## src/rtl/dm_arbiter_pkg.sv

```systemverilog
// Shared constants for the data-memory arbiter: FSM state encoding and master ids.
// Used by the RTL and by the testbench.
package dm_arbiter_pkg;

  typedef enum logic {
    IDLE   = 1'b0,
    ACCESS = 1'b1
  } arb_state_t;

  localparam logic M0 = 1'b0;
  localparam logic M1 = 1'b1;

endpackage

```

## src/rtl/dm_arbiter_rr_pick2.sv

```systemverilog
// Two-requester winner picker (combinational).
// When DM_ARB_FIXED_PRIO_EN is defined, m0 always wins a tie and prio is ignored.
module rr_pick2
  import dm_arbiter_pkg::*;
(
  input  logic [1:0] req,
  input  logic       prio,
  output logic       winner,
  output logic       valid
);

  always_comb begin
    valid  = |req;
    winner = M0;
    if (req == 2'b11) begin
`ifdef DM_ARB_FIXED_PRIO_EN
      winner = M0;
`else
      winner = prio;
`endif
    end else if (req[1]) begin
      winner = M1;
    end
  end

endmodule

```

## src/rtl/dm_arbiter.sv

```systemverilog
// Round-robin arbiter sharing the single-port data memory between m0 and m1.
// Define DM_ARB_FIXED_PRIO_EN to make m0 always win simultaneous requests.
module dm_arbiter
  import dm_arbiter_pkg::*;
#(
  parameter int ADDR_W = 32,
  parameter int DATA_W = 32
) (
  input  logic              clk,
  input  logic              reset,
  input  logic              m0_req,
  input  logic              m0_we,
  input  logic [ADDR_W-1:0] m0_addr,
  input  logic [DATA_W-1:0] m0_wdata,
  input  logic [31:0]       m0_pc,
  input  logic              m1_req,
  input  logic              m1_we,
  input  logic [ADDR_W-1:0] m1_addr,
  input  logic [DATA_W-1:0] m1_wdata,
  input  logic [31:0]       m1_pc,
  output logic              m0_gnt,
  output logic              m1_gnt,
  output logic              m0_rvalid,
  output logic              m1_rvalid,
  output logic [DATA_W-1:0] m0_rdata,
  output logic [DATA_W-1:0] m1_rdata,
  output logic [ADDR_W-1:0] dm_addr,
  output logic [DATA_W-1:0] dm_wdata,
  output logic              dm_we,
  output logic [31:0]       dm_pc,
  input  logic [DATA_W-1:0] dm_rdata
);

  localparam logic [ADDR_W-1:0] WORD_MASK = ~ADDR_W'(3);

  arb_state_t        state, state_next;
  logic              prio;
  logic              pick_id, pick_valid;
  logic              own_id, own_we;
  logic [ADDR_W-1:0] own_addr;
  logic [DATA_W-1:0] own_wdata;
  logic [31:0]       own_pc;

  rr_pick2 u_pick (
    .req    ({m1_req, m0_req}),
    .prio   (prio),
    .winner (pick_id),
    .valid  (pick_valid)
  );

  always_ff @(posedge clk) begin
    if (reset) state <= IDLE;
    else       state <= state_next;
  end

  always_comb begin
    state_next = state;
    case (state)
      IDLE:    if (pick_valid) state_next = ACCESS;
      ACCESS:  state_next = IDLE;
      default: state_next = IDLE;
    endcase
  end

  // Latched payload keeps driving the DM port between accesses; only dm_we is qualified.
  always_ff @(posedge clk) begin
    if (reset) begin
      prio      <= M0;
      own_id    <= M0;
      own_we    <= 1'b0;
      own_addr  <= '0;
      own_wdata <= '0;
      own_pc    <= '0;
      m0_rvalid <= 1'b0;
      m1_rvalid <= 1'b0;
      m0_rdata  <= '0;
      m1_rdata  <= '0;
    end else begin
      m0_rvalid <= 1'b0;
      m1_rvalid <= 1'b0;
      if (state == IDLE && pick_valid) begin
        own_id    <= pick_id;
        own_we    <= pick_id ? m1_we : m0_we;
        own_addr  <= (pick_id ? m1_addr : m0_addr) & WORD_MASK;
        own_wdata <= pick_id ? m1_wdata : m0_wdata;
        own_pc    <= pick_id ? m1_pc : m0_pc;
`ifndef DM_ARB_FIXED_PRIO_EN
        prio      <= ~pick_id;
`endif
      end
      if (state == ACCESS) begin
        if (own_id == M1) begin
          m1_rdata  <= own_we ? '0 : dm_rdata;
          m1_rvalid <= 1'b1;
        end else begin
          m0_rdata  <= own_we ? '0 : dm_rdata;
          m0_rvalid <= 1'b1;
        end
      end
    end
  end

  assign m0_gnt   = (state == ACCESS) && (own_id == M0);
  assign m1_gnt   = (state == ACCESS) && (own_id == M1);
  assign dm_we    = (state == ACCESS) && own_we && !reset;
  assign dm_addr  = own_addr;
  assign dm_wdata = own_wdata;
  assign dm_pc    = own_pc;

endmodule

```

## config.mk

```make
export PLATFORM = sky130hd
export DESIGN_NAME = dm_arbiter
export DESIGN_NICKNAME = d
export VERILOG_FILES = /design/src/rtl/dm_arbiter_pkg.sv /design/src/rtl/dm_arbiter_rr_pick2.sv /design/src/rtl/dm_arbiter.sv
export SDC_FILE = /design/constraint.sdc
export NUM_CORES = 1
export LEC_CHECK = 0
export CAP_MARGIN = 40
export CORE_MARGIN = 3
export CORE_UTILIZATION = 30
export CTS_BUF_LIST = sky130_fd_sc_hd__clkbuf_8
export DETAILED_ROUTE_END_ITERATION = 7
export GPL_TIMING_DRIVEN = 1
export PLACE_DENSITY = 0.65
export SETUP_SLACK_MARGIN = 0.1
export SYNTH_ARGS = -nofsm -noshare
export SYNTH_HDL_FRONTEND = slang
export SYNTH_SLANG_ARGS = --single-unit
```

## constraint.sdc

```tcl
create_clock -name clk -period 1.85 [get_ports clk]
set_input_delay 0.4625 -clock clk [delete_from_list [all_inputs] [get_ports clk]]
set_output_delay 0.4625 -clock clk [all_outputs]
set_load 0.01 [all_outputs]
```

==> results of run 1 <==
synthesized netlist by cell type, types with 2 or more instances:
master / count
a21oi_1: 65
nor2_1: 100
dfxtp_1: 164
clkbuf_1: 56
buf_2: 29
buf_6: 3
buf_4: 8
nor2b_1: 32
o21ai_1: 9
a311oi_1: 96
o21ai_0: 86
buf_1: 2
inv_2: 2
inv_1: 2
nand3_1: 95
nand2_1: 130
nand2b_1: 2
metrics by stage:
stage | setup WS, ns | power (mW)
2_1_floorplan | 0.278 | 4.95
3_3_place_gp | -0.176 | 6.28
3_5_place_dp | -0.217 | 6.29
4_1_cts | 0.0345 | 8.77
5_1_grt | 0.107 | 9.09
6_report | 0.234 | 8.63
power by group through the flow:
stage          Sequential (mW)  Clock (mW)  Combinational, mW
5_1_grt                   3.96        2.86               2.28
2_1_floorplan             4.13           0              0.814
6_report                  3.92        2.62               2.09
4_1_cts                   3.93        2.73               2.11
3_5_place_dp              4.02           0               2.28
3_3_place_gp              4.01           0               2.27
sequential cells by signal, indices dropped and copies added, names as in the netlist, 30 cells and up:
register / flops
m1_rdata: 32
m0_rdata: 32
dm_addr: 30
dm_wdata: 32
dm_pc: 32
area by class of cell:
cell class,instances,area share
clock buffers,17,0.0204
multi-input cells,621,0.284
flip-flops and latches,164,0.287
inverters,4,0.00131
repair buffers,423,0.359
well taps,313,0.0342
clock inverters,15,0.0140
logic make-up (layout without fill, tap and decap cells):
logic type / after synthesis / after routing / share of synthesized area
buffers and inverters: 103 / 459 / 0.0682
DFF: 164 / 164 / 0.470
other: 1 / 2 / 0.000536
AOI/OAI and AO/OA: 259 / 259 / 0.239
and+or+nand+nor: 360 / 360 / 0.223
final timing paths:
kind,from,end,slack [ns],cells after the start
worst min register to register,m1_rdata[20]$_SDFFE_PP0P_,m1_rdata[20]$_SDFFE_PP0P_,0.45,2
worst max register to register,state$_SDFF_PP0_,dm_pc[19]$_SDFFE_PP0P_,0.24,5
worst max-delay path,own_id$_SDFFE_PP0P_,m1_gnt,0.23,3
worst min-delay path,m1_rdata[20]$_SDFFE_PP0P_,m1_rdata[20]$_SDFFE_PP0P_,0.45,2
cell usage in the layout, fill, tap and decap left out, types with 3 or more instances in the layout:
| master | count |
|---|---|
| a21oi_1 | 65 |
| clkbuf_8 | 17 |
| clkinv_8 | 3 |
| a311oi_1 | 96 |
| o21ai_0 | 86 |
| nand2_1 | 130 |
| buf_12 | 15 |
| nor2b_1 | 32 |
| clkdlybuf4s50_1 | 223 |
| buf_4 | 22 |
| nor2_1 | 100 |
| nand3_1 | 95 |
| dfxtp_1 | 162 |
| inv_8 | 5 |
| dlygate4sd2_1 | 160 |
| clkinvlp_4 | 5 |
| o21ai_1 | 9 |
layer usage:
metal  routed length [um]  vias to the layer above  share of wire
met5                    0                        -              0
met4                  557                        0          0.020
met3                 2290                       33          0.084
met2                13100                      321           0.48
met1                11400                     3589           0.42
li1                     -                     3821              -
critical path, stage by stage, from the launching register on:
cell and delay [ns]:
dfxtp_1 0.37, nand2_1 0.08, inv_1 0.09, clkbuf_2 0.17
timing repair:
action                                  CTS  global route
hold buffers                              0             0
endpoints found under the setup margin  163             2
setup buffers                             1             0
resized for setup                       171             3
==> results_dict.tcl, run 1 <==
set metrics [dict create \
    io_pins 395 \
    timing.final.crit_share 0.873 \
    numCtsBuffers 17 \
    start_kind "flop" \
    syn-instance-count 887 \
    diodes 0 \
    core_area_sq_um 22800 \
    drt_iter0_markers 463 \
    regArea_sq_um 3290 \
    grt_pass1_vias 7330 \
    route.detailed.drc 0 \
    use_met2 0.342 \
    yosys_register_bits 164 \
    grt-ovfl-total 0 \
    rsz0062_at_grt "false" \
    grt_antenna_before_repair 0 \
    drive_above_1_share 0.0635 \
    start_util 0.307 \
    fin_tns_setup_ns 0 \
    p_int_mw 5.87 \
    worst_pin_slew_ns 0.783 \
    post_synth.cell_area_avg_sq_um 7.88 \
    yosys.area.top_type "dfxtp_1" \
    busiest_layer "met2" \
    met3_usage 0.0622 \
    finalClockSkew_ns 0.0261 \
    status "finished clean" \
    synthFlopType "dfxtp_1" \
    synth_edf_count 0 \
    dp_hpwl_um 18800 \
    firstDrtPassIters 5 \
    wl_um 27400 \
    peakVddDrop_v 0.000411 \
    hold_class "flop to flop" \
    power_switching_mw 2.76 \
    power_leakage_nw 4.70 \
    swShare 0.320 \
    async_reset_ff_frac 0 \
    ys_warn_count 0 \
    max_clock_freq_mhz 619 \
    syn-cell-area_sq_um 6990 \
    worst_setup_path_end_kind "output port" \
    cts_root_buf "clkbuf_8" \
    wl_per_cell_um 17.6 \
    numPortBuffers 388 \
    combPwrFrac 0.242 \
    clkSlewWorstSetupHoldPaths_ns 0.10 \
    slew_violations 0 \
    clk_path_buf_depth 2 \
    design_area_sq_um 11500 \
    fillCellCount 2274 \
    power_density_nw_per_um2 753 \
    worstSkewPairLatency_ns 0.46 \
    die_x_um 159 \
    path_max_fanout 3 \
    yosysSeqAreaShare 0.470 \
    gp_congestion 0.781 \
    grtUsageTotal 0.206 \
    viasPerCell 4.99 \
    finalSetupViolCount 0 \
    period_minus_slack_ns 1.62 \
    finalHoldViolations 0 \
    required_ns 1.39 \
    ant_nets 0 \
    multi_input_area_sq_um 3250 \
    p_clk_frac 0.303 \
    synth_cell_types 23 \
    grt_pass1_wl_um 40800 \
    crit_type "flop to output port" \
    timing.hold.ws_ns 0.454 \
    synth_top_area_share 0.470 \
    cp_data_arrival_time_ns 1.15 \
    clock-sinks 164 \
    power_frac_seq 0.455 \
    maxCapViolCount 0 \
    fin_util 0.503 \
    grt_max_degree 165 \
    area_growth_pct 63.8 \
    route.vias.total 7764 \
    synthTopCellsByArea "dfxtp_1, a311oi_1, nand2_1" \
    htree_levels 4 \
    nNetsFinal 1461 \
    max_slew_margin 0.478 \
    die_area_sq_um 25200 \
    grtUsageMet1 0.257 \
    place_inst 1524 \
    cts_tree "done" \
    rows 55 \
    place_area_sq_um 11300 \
    die_y_um 159 \
    fin_cells 1557 \
]
Note: power is estimated with default switching activity, not from simulation.
==> run 2: changes to the inputs <==
Settings changed: DONT_BUFFER_PORTS set to 1, PLACE_DENSITY 0.65 to not set.
==> results_dict.tcl, run 2 (synthesized netlist as in run 1, its figures left out) <==
set metrics [dict create \
    status "finished clean" \
    finalHoldViolations 0 \
    period_minus_slack_ns 1.64 \
    path_max_fanout 6 \
    route.detailed.drc 0 \
    ant_nets 0 \
    htree_levels 4 \
    cts_tree "done" \
    gp_congestion 0.783 \
    timing.final.crit_share 0.886 \
    grt_antenna_before_repair 0 \
    peakVddDrop_v 0.000334 \
    diodes 0 \
    numPortBuffers 0 \
    numCtsBuffers 17 \
    viasPerCell 5.46 \
    fin_ws_ns 0.211 \
    finalClockSkew_ns 0.0133 \
    crit_slowest_cell "dfxtp_2" \
    power_mw 7.82 \
    required_ns 1.39 \
    finalSetupViolCount 0 \
    hold_class "primary input to flop" \
    grt_pass1_wl_um 32300 \
    start_util 0.307 \
    final_cell_mix "dfxtp_1, nand2_1, nor2_1, a311oi_1, nand3_1" \
    rows 55 \
    clk_path_buf_depth 2 \
    route.vias.total 6303 \
    drt_iter0_markers 498 \
    cts_root_buf "clkbuf_8" \
    maxCapViolCount 0 \
    firstDrtPassIters 5 \
    power_leakage_nw 2.54 \
    cp_slowest_stage_delay_ns 0.37 \
    io_pins 395 \
    grt-ovfl-total 0 \
    nNetsFinal 1058 \
    ctsHoldBuffers 0 \
    grt_pass1_vias 5764 \
    worst_setup_path_end_kind "output port" \
    max_clock_freq_mhz 610 \
    die_y_um 159 \
    die_area_sq_um 25200 \
    mostFrequentLayoutCell "dfxtp_1" \
    cts_setup_buffers 0 \
    fillCellCount 2391 \
    drive_above_1_share 0.0725 \
    rsz0062_at_grt "true" \
    start_kind "flop" \
    slew_violations 0 \
    grtUsageTotal 0.163 \
    place_ws_ns 0.311 \
    fin_tns_setup_ns 0 \
    grt_max_degree 166 \
    wl_um 22600 \
    crit_chain "nand2_2, clkinvlp_4" \
    clkSlewWorstSetupHoldPaths_ns 0.11 \
    power_density_nw_per_um2 1020 \
    clock-sinks 164 \
    core_area_sq_um 22800 \
    area_growth_pct 9.33 \
    dp_hpwl_um 14900 \
    worstSkewPairLatency_ns 0.44 \
    wl_per_cell_um 19.6 \
    die_x_um 159 \
    cp_data_arrival_time_ns 1.18 \
    crit_type "flop to output port" \
]
==> run 2: per-layer routing <==
metal,up-vias,share of wire,track usage
met2,308,0.48,0.271
met5,-,0,0
met3,17,0.11,0.0688
met1,2967,0.39,0.193
met4,0,0.014,0.0434
li1,3011,-,-
==> run 2: final cells by class <==
| type | count | area [sq um] | share of cell area |
|---|---|---|---|
| clock buffer | 17 | 234 | 0.0306 |
| multi-input combinational | 621 | 3250 | 0.426 |
| inverter | 4 | 21.3 | 0.00278 |
| timing repair inverter | 1 | 5.00 | 0.000655 |
| clock inverter | 15 | 185 | 0.0242 |
| sequential | 164 | 3290 | 0.430 |
| tap | 313 | 392 | 0.0512 |
| timing repair buffer | 19 | 268 | 0.0350 |
==> run 2: final timing paths <==
| path | startpoint | slack, ns | cells after the start | endpoint |
|---|---|---|---|---|
| setup / recovery | state$_SDFF_PP0_ | 0.21 | 2 | m1_gnt |
| hold / removal | reset | 0.08 | 1 | dm_addr[31]$_SDFFE_PP0P_ |
| setup reg to reg | state$_SDFF_PP0_ | 0.39 | 4 | own_we$_SDFFE_PP0P_ |
| hold reg to reg | m1_rdata[20]$_SDFFE_PP0P_ | 0.50 | 2 | m1_rdata[20]$_SDFFE_PP0P_ |
==> run 2: per-stage QoR <==
stage / area [sq um] / cells / hold WS [ns] / util
final: 7640 / 1154 / 0.0784 / 0.336
after floorplan: 6990 / 888 / 0.454 / -
after CTS: 7640 / 1154 / 0.0265 / 0.335
after detailed placement: 7210 / 1121 / 0.489 / 0.316
after global placement: 7210 / 1121 / 0.483 / 0.316
after global routing: 7640 / 1154 / 0.0214 / 0.336
==> run 2: power by group <==
group	leakage [nW]	switching, mW	total (mW)	internal (mW)
combinational	0.979	0.573	0.932	0.360
clock	0.212	1.59	2.75	1.16
sequential	1.35	0.336	4.14	3.80
==> run 2: repair_timing <==
| action | CTS | global route |
|---|---|---|
| resized for setup | 4 | 1 |
| endpoints found under the setup margin | 3 | 2 |
| cloned | 1 | 0 |
==> run 2: worst max-delay path: cells and delay by family (launching register included) <==
kind	cells	cell delay (ns)
buffers and inverters	1	0.23
and+or+nand+nor	1	0.14
DFF	1	0.37
==> run 3: changes to the inputs <==
Settings changed: SLEW_MARGIN set to 30.
==> results of run 3 <==
The final DEF is identical to that of run 2; final timing and power are the same.
